[src/rtl/rf_wb_pkg.sv]
// Shared types and defaults for the register-file writeback arbiter.
// The RF_WB_ARB_RR_EN macro is consumed by rf_wb_arbiter, not by this package.
package rf_wb_pkg;

   localparam int RF_WB_ADDRESS_WIDTH = 5;
   localparam int RF_WB_DATA_WIDTH    = 32;

   typedef struct packed {
      logic [RF_WB_ADDRESS_WIDTH-1:0] rd;
      logic [RF_WB_DATA_WIDTH-1:0]    data;
   } wb_req_t;

   typedef enum logic {
      WB_SRC_ALU = 1'b0,
      WB_SRC_LD  = 1'b1
   } wb_src_e;

   // age=1 means the load slot filled first
   function automatic wb_src_e older_src(input logic age);
      if (age) begin
         return WB_SRC_LD;
      end else begin
         return WB_SRC_ALU;
      end
   endfunction

endpackage

[src/rtl/rf_wb_arbiter_if.sv]
// Requester handshakes plus register-file write port and pending mask.
interface rf_wb_arbiter_if
   import rf_wb_pkg::*;
#(
   parameter int ADDRESS_WIDTH = RF_WB_ADDRESS_WIDTH,
   parameter int DATA_WIDTH    = RF_WB_DATA_WIDTH
) ();

   localparam int NREG = 2 ** ADDRESS_WIDTH;

   logic                     alu_valid;
   logic                     alu_ready;
   logic [ADDRESS_WIDTH-1:0] alu_rd;
   logic [DATA_WIDTH-1:0]    alu_data;
   logic                     ld_valid;
   logic                     ld_ready;
   logic [ADDRESS_WIDTH-1:0] ld_rd;
   logic [DATA_WIDTH-1:0]    ld_data;
   logic                     we3;
   logic [ADDRESS_WIDTH-1:0] ad3;
   logic [DATA_WIDTH-1:0]    wd3;
   logic [NREG-1:0]          pending;

   modport master (
      output alu_valid, alu_rd, alu_data, ld_valid, ld_rd, ld_data,
      input  alu_ready, ld_ready, we3, ad3, wd3, pending
   );

   modport slave (
      input  alu_valid, alu_rd, alu_data, ld_valid, ld_rd, ld_data,
      output alu_ready, ld_ready, we3, ad3, wd3, pending
   );

endinterface

[src/rtl/rf_wb_arbiter_slot.sv]
// wb_slot: one-entry writeback holding buffer; writes to x0 are accepted and dropped.
module wb_slot #(
   parameter int ADDRESS_WIDTH = 5,
   parameter int DATA_WIDTH    = 32
) (
   input  logic                     clk,
   input  logic                     rst,
   input  logic                     in_valid,
   input  logic [ADDRESS_WIDTH-1:0] in_rd,
   input  logic [DATA_WIDTH-1:0]    in_data,
   input  logic                     grant,
   output logic                     ready,
   output logic                     full,
   output logic [ADDRESS_WIDTH-1:0] rd,
   output logic [DATA_WIDTH-1:0]    data,
   output logic                     fill
);

   logic                     full_r;
   logic [ADDRESS_WIDTH-1:0] rd_r;
   logic [DATA_WIDTH-1:0]    data_r;

   // A slot being drained this cycle may be refilled at the same edge
   assign ready = !full_r || grant;
   assign fill  = in_valid && ready && (in_rd != {ADDRESS_WIDTH{1'b0}});

   // Slot register: refill wins over drain, otherwise hold
   always_ff @(posedge clk) begin
      if (rst) begin
         full_r <= 1'b0;
         rd_r   <= {ADDRESS_WIDTH{1'b0}};
         data_r <= {DATA_WIDTH{1'b0}};
      end else if (fill) begin
         full_r <= 1'b1;
         rd_r   <= in_rd;
         data_r <= in_data;
      end else if (grant) begin
         full_r <= 1'b0;
      end else begin
         full_r <= full_r;
      end
   end

   assign full = full_r;
   assign rd   = rd_r;
   assign data = data_r;

endmodule

[src/rtl/rf_wb_arbiter.sv]
// Arbitrates ALU and load writebacks onto the single register-file write port.
// Define RF_WB_ARB_RR_EN for round-robin between different-rd slots; default is load-over-ALU.
module rf_wb_arbiter
   import rf_wb_pkg::*;
#(
   parameter int ADDRESS_WIDTH = RF_WB_ADDRESS_WIDTH,
   parameter int DATA_WIDTH    = RF_WB_DATA_WIDTH
) (
   input logic            clk,
   input logic            rst,
   rf_wb_arbiter_if.slave bus
);

   localparam int              NREG    = 2 ** ADDRESS_WIDTH;
   localparam logic [NREG-1:0] REG_ONE = {{(NREG-1){1'b0}}, 1'b1};

   logic                     alu_ready_s, alu_full_s, alu_fill_s;
   logic [ADDRESS_WIDTH-1:0] alu_rd_s;
   logic [DATA_WIDTH-1:0]    alu_data_s;
   logic                     ld_ready_s, ld_full_s, ld_fill_s;
   logic [ADDRESS_WIDTH-1:0] ld_rd_s;
   logic [DATA_WIDTH-1:0]    ld_data_s;
   logic                     grant_alu_s, grant_ld_s;
   logic                     sel_valid_s;
   wb_src_e                  sel_src_s;
   logic                     age_r;
   logic [ADDRESS_WIDTH-1:0] ad3_s;
   logic [DATA_WIDTH-1:0]    wd3_s;
   logic [NREG-1:0]          alu_mask_s, ld_mask_s;

   wb_slot #(.ADDRESS_WIDTH(ADDRESS_WIDTH), .DATA_WIDTH(DATA_WIDTH)) u_alu_slot (
      .clk(clk), .rst(rst),
      .in_valid(bus.alu_valid), .in_rd(bus.alu_rd), .in_data(bus.alu_data),
      .grant(grant_alu_s), .ready(alu_ready_s), .full(alu_full_s),
      .rd(alu_rd_s), .data(alu_data_s), .fill(alu_fill_s)
   );

   wb_slot #(.ADDRESS_WIDTH(ADDRESS_WIDTH), .DATA_WIDTH(DATA_WIDTH)) u_ld_slot (
      .clk(clk), .rst(rst),
      .in_valid(bus.ld_valid), .in_rd(bus.ld_rd), .in_data(bus.ld_data),
      .grant(grant_ld_s), .ready(ld_ready_s), .full(ld_full_s),
      .rd(ld_rd_s), .data(ld_data_s), .fill(ld_fill_s)
   );

`ifdef RF_WB_ARB_RR_EN
   wb_src_e rr_last_r;

   // Remember the most recently granted source
   always_ff @(posedge clk) begin
      if (rst) begin
         rr_last_r <= WB_SRC_ALU;
      end else if (sel_valid_s) begin
         rr_last_r <= sel_src_s;
      end else begin
         rr_last_r <= rr_last_r;
      end
   end
`endif

   // Grant selection; nothing is granted while rst is high so no write leaks out
   always_comb begin
      sel_valid_s = 1'b0;
      sel_src_s   = WB_SRC_ALU;
      if (rst) begin
         sel_valid_s = 1'b0;
      end else if (alu_full_s && ld_full_s) begin
         sel_valid_s = 1'b1;
         if (alu_rd_s == ld_rd_s) begin
            sel_src_s = older_src(age_r);
         end else begin
`ifdef RF_WB_ARB_RR_EN
            sel_src_s = (rr_last_r == WB_SRC_ALU) ? WB_SRC_LD : WB_SRC_ALU;
`else
            sel_src_s = WB_SRC_LD;
`endif
         end
      end else if (ld_full_s) begin
         sel_valid_s = 1'b1;
         sel_src_s   = WB_SRC_LD;
      end else if (alu_full_s) begin
         sel_valid_s = 1'b1;
         sel_src_s   = WB_SRC_ALU;
      end else begin
         sel_valid_s = 1'b0;
      end
   end

   assign grant_alu_s = sel_valid_s && (sel_src_s == WB_SRC_ALU);
   assign grant_ld_s  = sel_valid_s && (sel_src_s == WB_SRC_LD);

   // Age: a slot that stays full while the other fills is older; a tie makes load older
   always_ff @(posedge clk) begin
      if (rst) begin
         age_r <= 1'b0;
      end else if (ld_fill_s && alu_fill_s) begin
         age_r <= 1'b1;
      end else if (ld_fill_s && alu_full_s && !grant_alu_s) begin
         age_r <= 1'b0;
      end else if (alu_fill_s && ld_full_s && !grant_ld_s) begin
         age_r <= 1'b1;
      end else begin
         age_r <= age_r;
      end
   end

   // Write-port mux driven purely from slot registers
   always_comb begin
      ad3_s = {ADDRESS_WIDTH{1'b0}};
      wd3_s = {DATA_WIDTH{1'b0}};
      case ({grant_ld_s, grant_alu_s})
         2'b01: begin
            ad3_s = alu_rd_s;
            wd3_s = alu_data_s;
         end
         2'b10: begin
            ad3_s = ld_rd_s;
            wd3_s = ld_data_s;
         end
         default: begin
            ad3_s = {ADDRESS_WIDTH{1'b0}};
            wd3_s = {DATA_WIDTH{1'b0}};
         end
      endcase
   end

   assign alu_mask_s = alu_full_s ? (REG_ONE << alu_rd_s) : {NREG{1'b0}};
   assign ld_mask_s  = ld_full_s  ? (REG_ONE << ld_rd_s)  : {NREG{1'b0}};

   assign bus.alu_ready = alu_ready_s;
   assign bus.ld_ready  = ld_ready_s;
   assign bus.we3       = sel_valid_s;
   assign bus.ad3       = ad3_s;
   assign bus.wd3       = wd3_s;
   assign bus.pending   = (alu_mask_s | ld_mask_s) & ~REG_ONE;

endmodule

[src/flat_wrapper.sv]
// flat-port wrapper written by rule: the top's interface ports become plain ports
module rf_wb_arbiter_flat import rf_wb_pkg::*;
#(
   parameter int ADDRESS_WIDTH = RF_WB_ADDRESS_WIDTH,
   parameter int DATA_WIDTH    = RF_WB_DATA_WIDTH
)
  (clk, rst, bus_alu_valid, bus_alu_rd, bus_alu_data, bus_ld_valid, bus_ld_rd, bus_ld_data, bus_alu_ready, bus_ld_ready, bus_we3, bus_ad3, bus_wd3, bus_pending);
  rf_wb_arbiter_if #(.ADDRESS_WIDTH(ADDRESS_WIDTH), .DATA_WIDTH(DATA_WIDTH)) bus_i ();
  input logic clk;
  input logic rst;
  input wire logic [$bits(bus_i.alu_valid)-1:0] bus_alu_valid;
  input wire logic [$bits(bus_i.alu_rd)-1:0] bus_alu_rd;
  input wire logic [$bits(bus_i.alu_data)-1:0] bus_alu_data;
  input wire logic [$bits(bus_i.ld_valid)-1:0] bus_ld_valid;
  input wire logic [$bits(bus_i.ld_rd)-1:0] bus_ld_rd;
  input wire logic [$bits(bus_i.ld_data)-1:0] bus_ld_data;
  output wire logic [$bits(bus_i.alu_ready)-1:0] bus_alu_ready;
  output wire logic [$bits(bus_i.ld_ready)-1:0] bus_ld_ready;
  output wire logic [$bits(bus_i.we3)-1:0] bus_we3;
  output wire logic [$bits(bus_i.ad3)-1:0] bus_ad3;
  output wire logic [$bits(bus_i.wd3)-1:0] bus_wd3;
  output wire logic [$bits(bus_i.pending)-1:0] bus_pending;
  assign bus_i.alu_valid = bus_alu_valid;
  assign bus_i.alu_rd = bus_alu_rd;
  assign bus_i.alu_data = bus_alu_data;
  assign bus_i.ld_valid = bus_ld_valid;
  assign bus_i.ld_rd = bus_ld_rd;
  assign bus_i.ld_data = bus_ld_data;
  assign bus_alu_ready = bus_i.alu_ready;
  assign bus_ld_ready = bus_i.ld_ready;
  assign bus_we3 = bus_i.we3;
  assign bus_ad3 = bus_i.ad3;
  assign bus_wd3 = bus_i.wd3;
  assign bus_pending = bus_i.pending;
  rf_wb_arbiter #(.ADDRESS_WIDTH(ADDRESS_WIDTH), .DATA_WIDTH(DATA_WIDTH)) u_core (.clk(clk), .rst(rst), .bus(bus_i));
endmodule
[config.mk]
export PLATFORM = sky130hd
export DESIGN_NAME = rf_wb_arbiter_flat
export DESIGN_NICKNAME = d
export VERILOG_FILES = /design/src/rtl/rf_wb_pkg.sv /design/src/rtl/rf_wb_arbiter_if.sv /design/src/rtl/rf_wb_arbiter_slot.sv /design/src/rtl/rf_wb_arbiter.sv /design/src/flat_wrapper.sv
export SDC_FILE = /design/constraint.sdc
export NUM_CORES = 1
export LEC_CHECK = 0
export BUFFER_PORTS_ARGS = -buffer_cell sky130_fd_sc_hd__buf_2
export CORE_ASPECT_RATIO = 1.5
export CORE_MARGIN = 2
export CORE_UTILIZATION = 30
export CTS_BUF_LIST = sky130_fd_sc_hd__clkbuf_2 sky130_fd_sc_hd__clkbuf_4 sky130_fd_sc_hd__clkbuf_8
export DETAILED_ROUTE_END_ITERATION = 8
export SETUP_SLACK_MARGIN = 0.5
export SYNTH_ARGS = -nofsm -noshare
export SYNTH_HDL_FRONTEND = slang
export SYNTH_SLANG_ARGS = --single-unit
[constraint.sdc]
create_clock -name clk -period 2.4 [get_ports clk]
set_clock_uncertainty 0.15 [all_clocks]
set_input_delay 0.48 -clock clk [delete_from_list [all_inputs] [get_ports clk]]
set_output_delay 0.48 -clock clk [all_outputs]
set_load 0.02 [all_outputs]
# [Word level (Yosys, flattened, before mapping)]
# Cells that the tools add are included.
[totals] reg_bits=77 inputBits=78 out_inout_bits=72
[op_classes] n_eq_ne=3 shifts=2 muxes=20 bitwise_logic=2 n_reduce_logical=23
[ops] op="2-to-1 mux 32 bit" n=2
[ops] op="one-hot mux 32 bit (2 select lines)" n=1
[ops] op="<< shifter 1 x 5 -> 32 bit (first input constant)" n=2
[ops] op="OR 32 bit" n=1
[ops] op="2-to-1 mux 1 bit" n=16
[ops] op="logical AND 1 bit" n=12
[ops] op="one-hot mux 5 bit (2 select lines)" n=1
[ops] op="nonzero test 5 bit" n=2
[ops] op="equality test 5 bit" n=1
[ops] op="zero test 1 bit" n=4
[ops] op="nonzero test 2 bit" n=2
[ops] op="nonzero test 3 bit" n=1
[ops] op="equality test 2 x 1 -> 1 bit (second input constant)" n=1
[ops] op="equality test 2 bit (second input constant)" n=1
[ops] op="logical OR 1 bit" n=2
[ops] op="inverter 1 bit" n=1

# [Depth between registers and ports, before layout]
# Gate-level depths: netlist of the first run.
[depth] word_depth=14 mapped_depth=8

# [Modules after synthesis]
# From an unflattened synthesis of the first run, not the netlist that was laid out.
[hier_totals] cells_unflattened=629 hier_area_um2=5162.5
[by_module_without_submodules] mod="wb_slot" instances=2 cells_per_inst=166 area_each_um2=1689.1 seq_area_each_um2=760.7
[by_module_without_submodules] mod="rf_wb_arbiter" instances=1 cells_per_inst=297 area_each_um2=1784.2 seq_area_each_um2=20.0

# [Worst setup path after synthesis of the first run]
# No wires, ideal clock.
[synth_timing] path_type="reg-to-output" from="reg u_core.u_alu_slot.rd_r[4], in the netlist u_core.u_alu_slot.rd[4]" to="out bus_wd3[11]" arrival_time_ns=1.791 t_required_ns=1.770 slack_ns=-0.021 stages_incl_launch_ff=8 n_path_buf=2 cell_sequence="dfxtp_1 buf_4 xnor2_4 nand3_4 o311ai_2 buf_2 nand3_1 nand2_1"
[synth_between] elab_chain_cells=8 word_cells_on_any_way=10
[synth_rtl] element="start, declared" line="rf_wb_arbiter_slot.sv:20" text="logic [ADDRESS_WIDTH-1:0] rd_r;"
[synth_rtl] element="start signal, assigned" line="rf_wb_arbiter_slot.sv:31" text="rd_r <= {ADDRESS_WIDTH{1'b0}};"
[synth_rtl] element="start signal, assigned" line="rf_wb_arbiter_slot.sv:35" text="rd_r <= in_rd;"
[synth_rtl] element="equality test 5 bit (*)" line="rf_wb_arbiter.sv:68" text="if (alu_rd_s == ld_rd_s) begin"
[synth_rtl] element="2-to-1 mux 1 bit (*)" line="rf_wb_arbiter.sv:68"
[synth_rtl] element="2-to-1 mux 1 bit (*)" line="rf_wb_arbiter.sv:66" text="end else if (alu_full_s && ld_full_s) begin"
[synth_rtl] element="2-to-1 mux 1 bit (*)" line="rf_wb_arbiter.sv:64" text="if (rst) begin"
[synth_rtl] element="inverter 1 bit" line="rf_wb_arbiter.sv:88" text="assign grant_alu_s = sel_valid_s && (sel_src_s == WB_SRC_ALU);"
[synth_rtl] element="logical AND 1 bit" line="rf_wb_arbiter.sv:88"
[synth_rtl] element="equality test 2 bit or equality test 2 x 1 -> 1 bit (tied branches)" line="rf_wb_arbiter.sv:110" text="case ({grant_ld_s, grant_alu_s})"
[synth_rtl] element="one-hot mux 32 bit (2 select lines) (*)" line="rf_wb_arbiter.sv:110"
[synth_rtl] element="end, declared" line="flat_wrapper.sv:21" text="output wire logic [$bits(bus_i.wd3)-1:0] bus_wd3;"
# Every way passes the cells marked *; elsewhere a longest branch is shown, timed or not.

# [Worst setup path in the final report of the first run]
[layout_timing] from="reg u_core.age_r" to="out bus_wd3[12]"
[layout_between] elab_chain_cells=8 word_cells_on_any_way=10
[layout_rtl] element="start, declared" line="rf_wb_arbiter.sv:26" text="logic age_r;"
[layout_rtl] element="start signal, assigned" line="rf_wb_arbiter.sv:102" text="age_r <= age_r;"
[layout_rtl] element="2-to-1 mux 1 bit (*)" line="rf_wb_pkg.sv:20" text="if (age) begin"
[layout_rtl] element="2-to-1 mux 1 bit (*)" line="rf_wb_arbiter.sv:68"
[layout_rtl] element="2-to-1 mux 1 bit (*)" line="rf_wb_arbiter.sv:66"
[layout_rtl] element="2-to-1 mux 1 bit (*)" line="rf_wb_arbiter.sv:64"
[layout_rtl] element="inverter 1 bit" line="rf_wb_arbiter.sv:88"
[layout_rtl] element="logical AND 1 bit" line="rf_wb_arbiter.sv:88"
[layout_rtl] element="equality test 2 bit or equality test 2 x 1 -> 1 bit (tied branches)" line="rf_wb_arbiter.sv:110"
[layout_rtl] element="one-hot mux 32 bit (2 select lines) (*)" line="rf_wb_arbiter.sv:110"
# Marked as above.

==> reports/qor.csv, run 1 <==
metric;value;unit
vias in the first global route;4405;
1st-pass router iterations;4;
IO Port Bufs;148;
Async SR Flop Fraction;0;%
crit path cell chain;nand2b_1 -> nand2b_4 -> o311ai_4 -> buf_6 -> buf_12 -> nand3_1 -> nand2_2 -> buf_6;
multi-input logic area;3064;µm²
clk buf depth;2;
CTS sink cnt;77;
routed wire length;16000;µm
nets;772;
synthesized area;4098;µm²
Core Util, Final;52.88;%
Worst setup EP type;primary output;
Yosys cell types;39;
Worst-Skew Late Latency;0.35;ns
Ys Warns;0;
CP Data Required Time;1.77;ns
ys flop type;dfxtp_1;
Fin Setup TNS;-7.108;ns
Fillers;1167;
CP most frequent cell;buf_6;
share of cells above drive strength 1;53.22;%
vias;4409;
syn avg cell area;8.019;µm²
Area Overhead vs Synth;72.95;%
fin. max-slew vios;0;
Avg WL per Cell;18.56;µm
CTS root buffer;clkbuf_8;
count of hold-fix buffers inserted at cts;0;
Final Hold Viols;0;
via/cell ratio;5.115;
register area;1577;µm²
outcome;complete, but fails checks;
Syn Inst Count;511;
CTS buffer count;9;
Clk pin slew, worst setup/hold paths;0.10;ns
area of the core;13400;µm²
HPWL Detailed;9868;µm
largest net degree at the start of global routing;65;
Post-synth EDFFs;0;
crit path kind;flop to primary output;
# rows;52;
P per Cell Area;474.7;nW/µm²
Setup crit start kind;flop;
CTS H-tree depth;3;
slew margin rel.;58.55;%
sw frac;33.24;%
GPL Wtd Cong;0.9471;
leakage power;0.003028;µW
Overflow after GRT;0;
slowest cell delay on critical path;0.33;ns
initial antenna violation count;1;
Combinational Power Share;29.7;%
Tmin final;2.624;ns
Total Power;3364;µW
final setup violation count;40;
die width;99.43;µm
Max Cap Viol;0;
Cell Int Power;2246;µW
TritonCTS clock tree;yes;
Clk network pwr share;27.7;%
Syn Nets;589;
Chip Height;147.1;µm
actual slew at the worst max-slew pin;0.6218;ns
DR iter-0 viols;168;
commonest cells after routing, fill and taps aside;nand2_1, buf_2, buf_6, mux2i_1, dfxtp_1;
num ports;150;
CP max-delay cell;dfxtp_1;
Starting Density;30.57;%
commonest non-fill, non-tap cell in the layout;nand2_1;
Worst Slack Setup Final;-0.2238;ns
drt drc;0;
Worst Path Arrival;1.99;ns
number of synthesized register bits;77;
first-pass GRT wire length;22500;µm
failing checks;setup timing;
Hold Path Class;input pin to flop;
fraction of the yosys area taken by sequential cells;37.62;%
peak supply drop;307.7;µV
switching power;1118;µW
RSZ-0062 raised after global routing;true;
die area;14630;µm²
sequential power share;42.6;%
ratio of final minimum period to clock period;109.3;%
GRT Total Usage;19.66;%
Antenna Nets Post-Route;0;
f_max;0.3811;GHz
Critical Path Fanout Max;11;
## synth_stat cells, drive strengths merged, types with 2 or more instances
cell	n	area, µm²
nand2	150	563.0
dfxtp	77	1541
mux2i	71	710.7
nand3	44	232.7
nor2	41	153.9
o22ai	31	193.9
clkbuf	27	101.4
buf	19	175.2
o21ai	6	30.03
nand2b	5	31.28
nand3b	5	37.54
nand4	4	25.02
xnor2	4	80.08
nor2b	3	18.77
a21oi	2	10.01
or2	2	12.51
or3	2	12.51
or3b	2	17.52
or4	2	15.01
## state kept, by name, summed over array words and instances (netlist names)
register and cells:
u_core.u_ld_slot.full 1, u_core.u_ld_slot.rd 5, u_core.u_alu_slot.full 1, u_core.u_alu_slot.rd 5, u_core.u_ld_slot.data 32, u_core.u_alu_slot.data 32, u_core.age_r 1
## power groups by stage
stage,Clock [µW],Sequential (µW),Combinational [µW]
detailed placement,0,1460,701
global placement,0,1450,687
floorplan,0,1440,516
CTS,960,1430,866
global route,1020,1440,1060
finish,930,1430,1000
## critical path, delay by kind of cell (launching register included)
family	cells	cell delay, ns
simple gates	4	0.55
flops	1	0.33
compound gates	1	0.33
buf+inv	3	0.43
## final timing paths
path	slack (ns)	depth (start not counted)	to	from
min reg2reg	0.31	2	u_core.u_alu_slot.data[4]$_SDFFE_PP0P_	u_core.u_alu_slot.data[4]$_SDFFE_PP0P_
max	-0.22	8	bus_wd3[12]	u_core.age_r$_SDFFE_PP0P_
min	0.20	3	u_core.u_ld_slot.data[18]$_SDFFE_PP0P_	bus_ld_data[18]
max reg2reg	0	9	u_core.u_alu_slot.rd[4]$_SDFFE_PP0P_	u_core.age_r$_SDFFE_PP0P_
## cell type report
| class | count | share of cell area [%] |
|---|---|---|
| clock buffer | 9 | 1.748 |
| tap | 162 | 2.860 |
| timing repair buffer | 218 | 28.97 |
| sequential | 77 | 22.25 |
| clock inverter | 7 | 0.7768 |
| inverter | 2 | 0.1236 |
| antenna | 1 | 0.03531 |
| multi-input combinational | 386 | 43.24 |
## metal layers
| metal | wire (µm) | part of all wire, % | GRT usage [%] |
|---|---|---|---|
| met5 | 0 | 0 | 0 |
| met4 | 626 | 3.9 | 9.384 |
| met3 | 738 | 4.6 | 3.140 |
| met2 | 8888 | 56 | 36.72 |
| met1 | 5743 | 36 | 21.10 |
## repair_timing
action,CTS,global route
gates cloned,5,7
pin swaps,13,32
buffers inserted,19,10
setup endpoints to repair,146,147
resized for setup,130,119
## through the flow
stage	cell area, µm²	instances	hold WS [ns]	setup slack [ns]
2_1_floorplan	4589	511	0.2849	0.2327
3_3_place_gp	5456	804	0.2941	0.1071
3_5_place_dp	5456	804	0.2999	0.1205
4_1_cts	6400	844	0.1776	-0.2350
5_1_grt	7087	862	0.1755	-0.3143
6_report	7087	862	0.2002	-0.2238
## cell families (layout without fill, tap and decap cells)
group           after synthesis  after routing  share of synthesized area (%)
compound gates               46             46                          7.909
buf+inv                      48            236                          6.931
simple gates                263            263                          27.94
flops                        77             77                          37.62
xor+xnor                      5              5                          2.168
mux                          71             71                          17.34
other cells                   1              2                        0.09152
Note: power is estimated with default switching activity, not from simulation.
==> inputs of run 2 (changes only) <==
--- a/config.mk
+++ b/config.mk
@@ -10,8 +10,10 @@
 export CORE_MARGIN = 2
 export CORE_UTILIZATION = 30
 export CTS_BUF_LIST = sky130_fd_sc_hd__clkbuf_2 sky130_fd_sc_hd__clkbuf_4 sky130_fd_sc_hd__clkbuf_8
+export CTS_CLUSTER_SIZE = 30
 export DETAILED_ROUTE_END_ITERATION = 8
 export SETUP_SLACK_MARGIN = 0.5
 export SYNTH_ARGS = -nofsm -noshare
 export SYNTH_HDL_FRONTEND = slang
 export SYNTH_SLANG_ARGS = --single-unit
+export TNS_END_PERCENT = 50
==> constraint.sdc (replaced) <==
create_clock -name clk -period 2.4 [get_ports clk]
set_clock_uncertainty 0.15 [all_clocks]
set_input_delay 0.24 -clock clk [delete_from_list [all_inputs] [get_ports clk]]
set_output_delay 0.24 -clock clk [all_outputs]
set_load 0.02 [all_outputs]
==> run 2 against run 1 <==
- the flow now finishes without violations
- core utilization is 2.2 points higher
- sequential cell count stayed put
- worst hold slack got worse by 0.17 ns
- fmax grew 11%
==> reports/qor.csv, run 2 (same netlist as run 1, synthesis figures left out) <==
metric;value;unit;change
outcome;finished clean;;
# rows;52;;unchanged
actual slew at the worst max-slew pin;0.6338;ns;+0.01199 ns
die width;99.43;µm;unchanged
CP Data Required Time;2.01;ns;+0.24 ns
crit path cell chain;xnor2_4 -> nand2b_4 -> o311ai_4 -> buf_6 -> buf_8 -> nand3_1 -> nand2_1 -> buf_6;;
leakage power;0.003265;µW;+7.8%
slew margin rel.;57.75;%;-0.80 points
Avg WL per Cell;17.60;µm;-5.2%
CP most frequent cell;buf_6;;
IO Port Bufs;148;;unchanged
DR iter-0 viols;231;;+38%
Overflow after GRT;0;;unchanged
share of cells above drive strength 1;42.27;%;-11 points
setup slack, reg-to-reg;0.26;ns;+0.26 ns
fin. max-slew vios;0;;unchanged
peak supply drop;271.7;µV;-12%
Total Power;3579;µW;+6.4%
CTS H-tree depth;3;;unchanged
RSZ-0062 raised after global routing;true;;
Antenna Nets Post-Route;0;;unchanged
routed wire length;16190;µm;+1.2%
R2R depth;8;;-1
Critical Path Fanout Max;10;;-1
HPWL Detailed;9811;µm;-0.58%
vias in the first global route;4945;;+12%
Worst Path Arrival;1.98;ns;about the same
P per Cell Area;484.9;nW/µm²;+2.1%
CTS root buffer;clkbuf_8;;
HP Start;bus_alu_data[26];;
CP max-delay cell;dfxtp_2;;
nets;830;;+7.5%
largest net degree at the start of global routing;62;;-4.6%
area of the core;13400;µm²;unchanged
worst reg2reg path endpoint;u_core.u_alu_slot.data[28]$_SDFFE_PP0P_;;
GPL Wtd Cong;0.8580;;-9.4%
Clk pin slew, worst setup/hold paths;0.09;ns;about the same
CTS buffer count;9;;unchanged
Worst setup EP type;primary output;;
clk buf depth;2;;unchanged
Fillers;1138;;-2.5%
Tmin final;2.369;ns;-0.2543 ns
commonest non-fill, non-tap cell in the layout;nand2_1;;
Starting Density;30.57;%;unchanged
f_max;0.4220;GHz;+11%
via/cell ratio;5.141;;+0.52%
TritonCTS clock tree;yes;;
Crit Reg-Reg Startpoint;u_core.u_ld_slot.rd[4]$_SDFFE_PP0P_;;
count of non-filler cells in the finished layout;920;;+6.7%
first-pass GRT wire length;24390;µm;+8.4%
Worst-Skew Late Latency;0.36;ns;about the same
Final Hold Viols;0;;unchanged
crit path kind;flop to primary output;;
ratio of final minimum period to clock period;98.73;%;-11 points
Core Util, Final;55.08;%;+2.2 points
1st-pass router iterations;5;;+1
drt drc;0;;unchanged
Hold Path Class;input pin to flop;;
Area Overhead vs Synth;80.15;%;
final setup violation count;0;;-100%
vias;4730;;+7.3%
num ports;150;;unchanged
placed insts;800;;-0.50%
Setup crit start kind;flop;;
Max Cap Viol;0;;unchanged
Hold Path Sink;u_core.u_alu_slot.data[26]$_SDFFE_PP0P_;;
GRT Total Usage;20.98;%;+1.3 points
Hold Path Cell Cnt;3;;unchanged
slowest cell delay on critical path;0.36;ns;+0.03 ns
initial antenna violation count;1;;unchanged
Chip Height;147.1;µm;unchanged
CTS sink cnt;77;;unchanged
die area;14630;µm²;unchanged
commonest cells after routing, fill and taps aside;nand2_1, buf_2, buf_6, dlygate4sd3_1, mux2i_1;;
==> run 2: cell types whose count changed in the layout (fill, tap and decap cells not counted), moves of 6 or more <==
cell | previous run | this run
dlygate4sd3_1 | 0 | 72
nand3_4 | 9 | 3
nand3_1 | 16 | 32
buf_8 | 4 | 10
o22ai_4 | 17 | 6
buf_4 | 45 | 30
nand2_1 | 107 | 135
nand3_2 | 19 | 9
nand2_2 | 35 | 11
o22ai_2 | 9 | 20
==> run 2: how the worst max path moves through the flow <==
stage,from,to,slack [ns],cells after the start
2_1_floorplan,u_core.u_alu_slot.rd[0]$_SDFFE_PP0P_,u_core.u_alu_slot.data[10]$_SDFFE_PP0P_,0.21,8
3_3_place_gp,u_core.u_ld_slot.rd[4]$_SDFFE_PP0P_,bus_wd3[3],0.22,7
3_5_place_dp,u_core.u_alu_slot.rd[2]$_SDFFE_PP0P_,u_core.u_ld_slot.data[24]$_SDFFE_PP0P_,0.18,6
4_1_cts,u_core.u_alu_slot.rd[0]$_SDFFE_PP0P_,bus_wd3[7],-0.005,8
5_1_grt,u_core.u_alu_slot.rd[0]$_SDFFE_PP0P_,bus_wd3[26],-0.07,8
6_report,u_core.u_alu_slot.rd[0]$_SDFFE_PP0P_,bus_wd3[26],0.03,8
==> run 2: through the flow <==
step           cell area (µm²)  hold WS [ns]  setup WS [ns]  setup TNS (ns)
2_1_floorplan             4113        0.2321         0.2112               0
3_3_place_gp              5029        0.2944         0.2197               0
3_5_place_dp              5029        0.3003         0.1794               0
4_1_cts                   6894       0.01105      -0.004604       -0.004604
5_1_grt                   7382       0.01373       -0.07105          -1.280
6_report                  7382       0.02718        0.03052               0
==> run 2: what timing repair did <==
action | CTS | global route
pin swaps | 35 | 34
endpoints found under the hold margin | 72 | 0
hold buffers | 72 | 0
buffers inserted | 15 | 11
gates cloned | 4 | 1
gates resized for setup | 206 | 89
setup endpoints to repair | 147 | 148
==> run 2: worst max-delay path: cells and delay by family (launching register included) <==
| kind | cells | cell delay, ns |
|---|---|---|
| AOI/OAI and AO/OA | 1 | 0.32 |
| buffers and inverters | 3 | 0.44 |
| DFF | 1 | 0.36 |
| xor gates and xnor gates | 1 | 0.20 |
| and+or+nand+nor | 3 | 0.30 |
==> run 2: metal layers <==
| layer | wire, µm | vias up | GRT usage, % | share of wire, % |
|---|---|---|---|---|
| met5 | 0 | - | 0 | 0 |
| met2 | 9102 | 191 | 39.29 | 56 |
| li1 | - | 2220 | - | - |
| met4 | 601 | 0 | 11.37 | 3.7 |
| met3 | 645 | 51 | 3.283 | 4.0 |
| met1 | 5842 | 2268 | 21.88 | 36 |
==> run 2: power by group <==
part / internal [µW] / leakage (µW) / switching [µW] / total (µW)
sequential: 1370 / 0.000642 / 71.4 / 1440
combinational: 514 / 0.00251 / 483 / 997
clock: 623 / 0.000113 / 522 / 1150
==> run 2: layout make-up <==
cell class                      instances  area (µm²)  share of cell area (%)
Antenna cell                            1       2.502                 0.03390
Clock buffer                           10       137.6                   1.864
Clock inverter                          6       93.84                   1.271
Inverter                                2       7.507                  0.1017
Multi-Input combinational cell        386        2809                   38.05
Sequential cell                        77        1582                   21.42
Tap cell                              162       202.7                   2.746
Timing Repair Buffer                  276        2547                   34.51
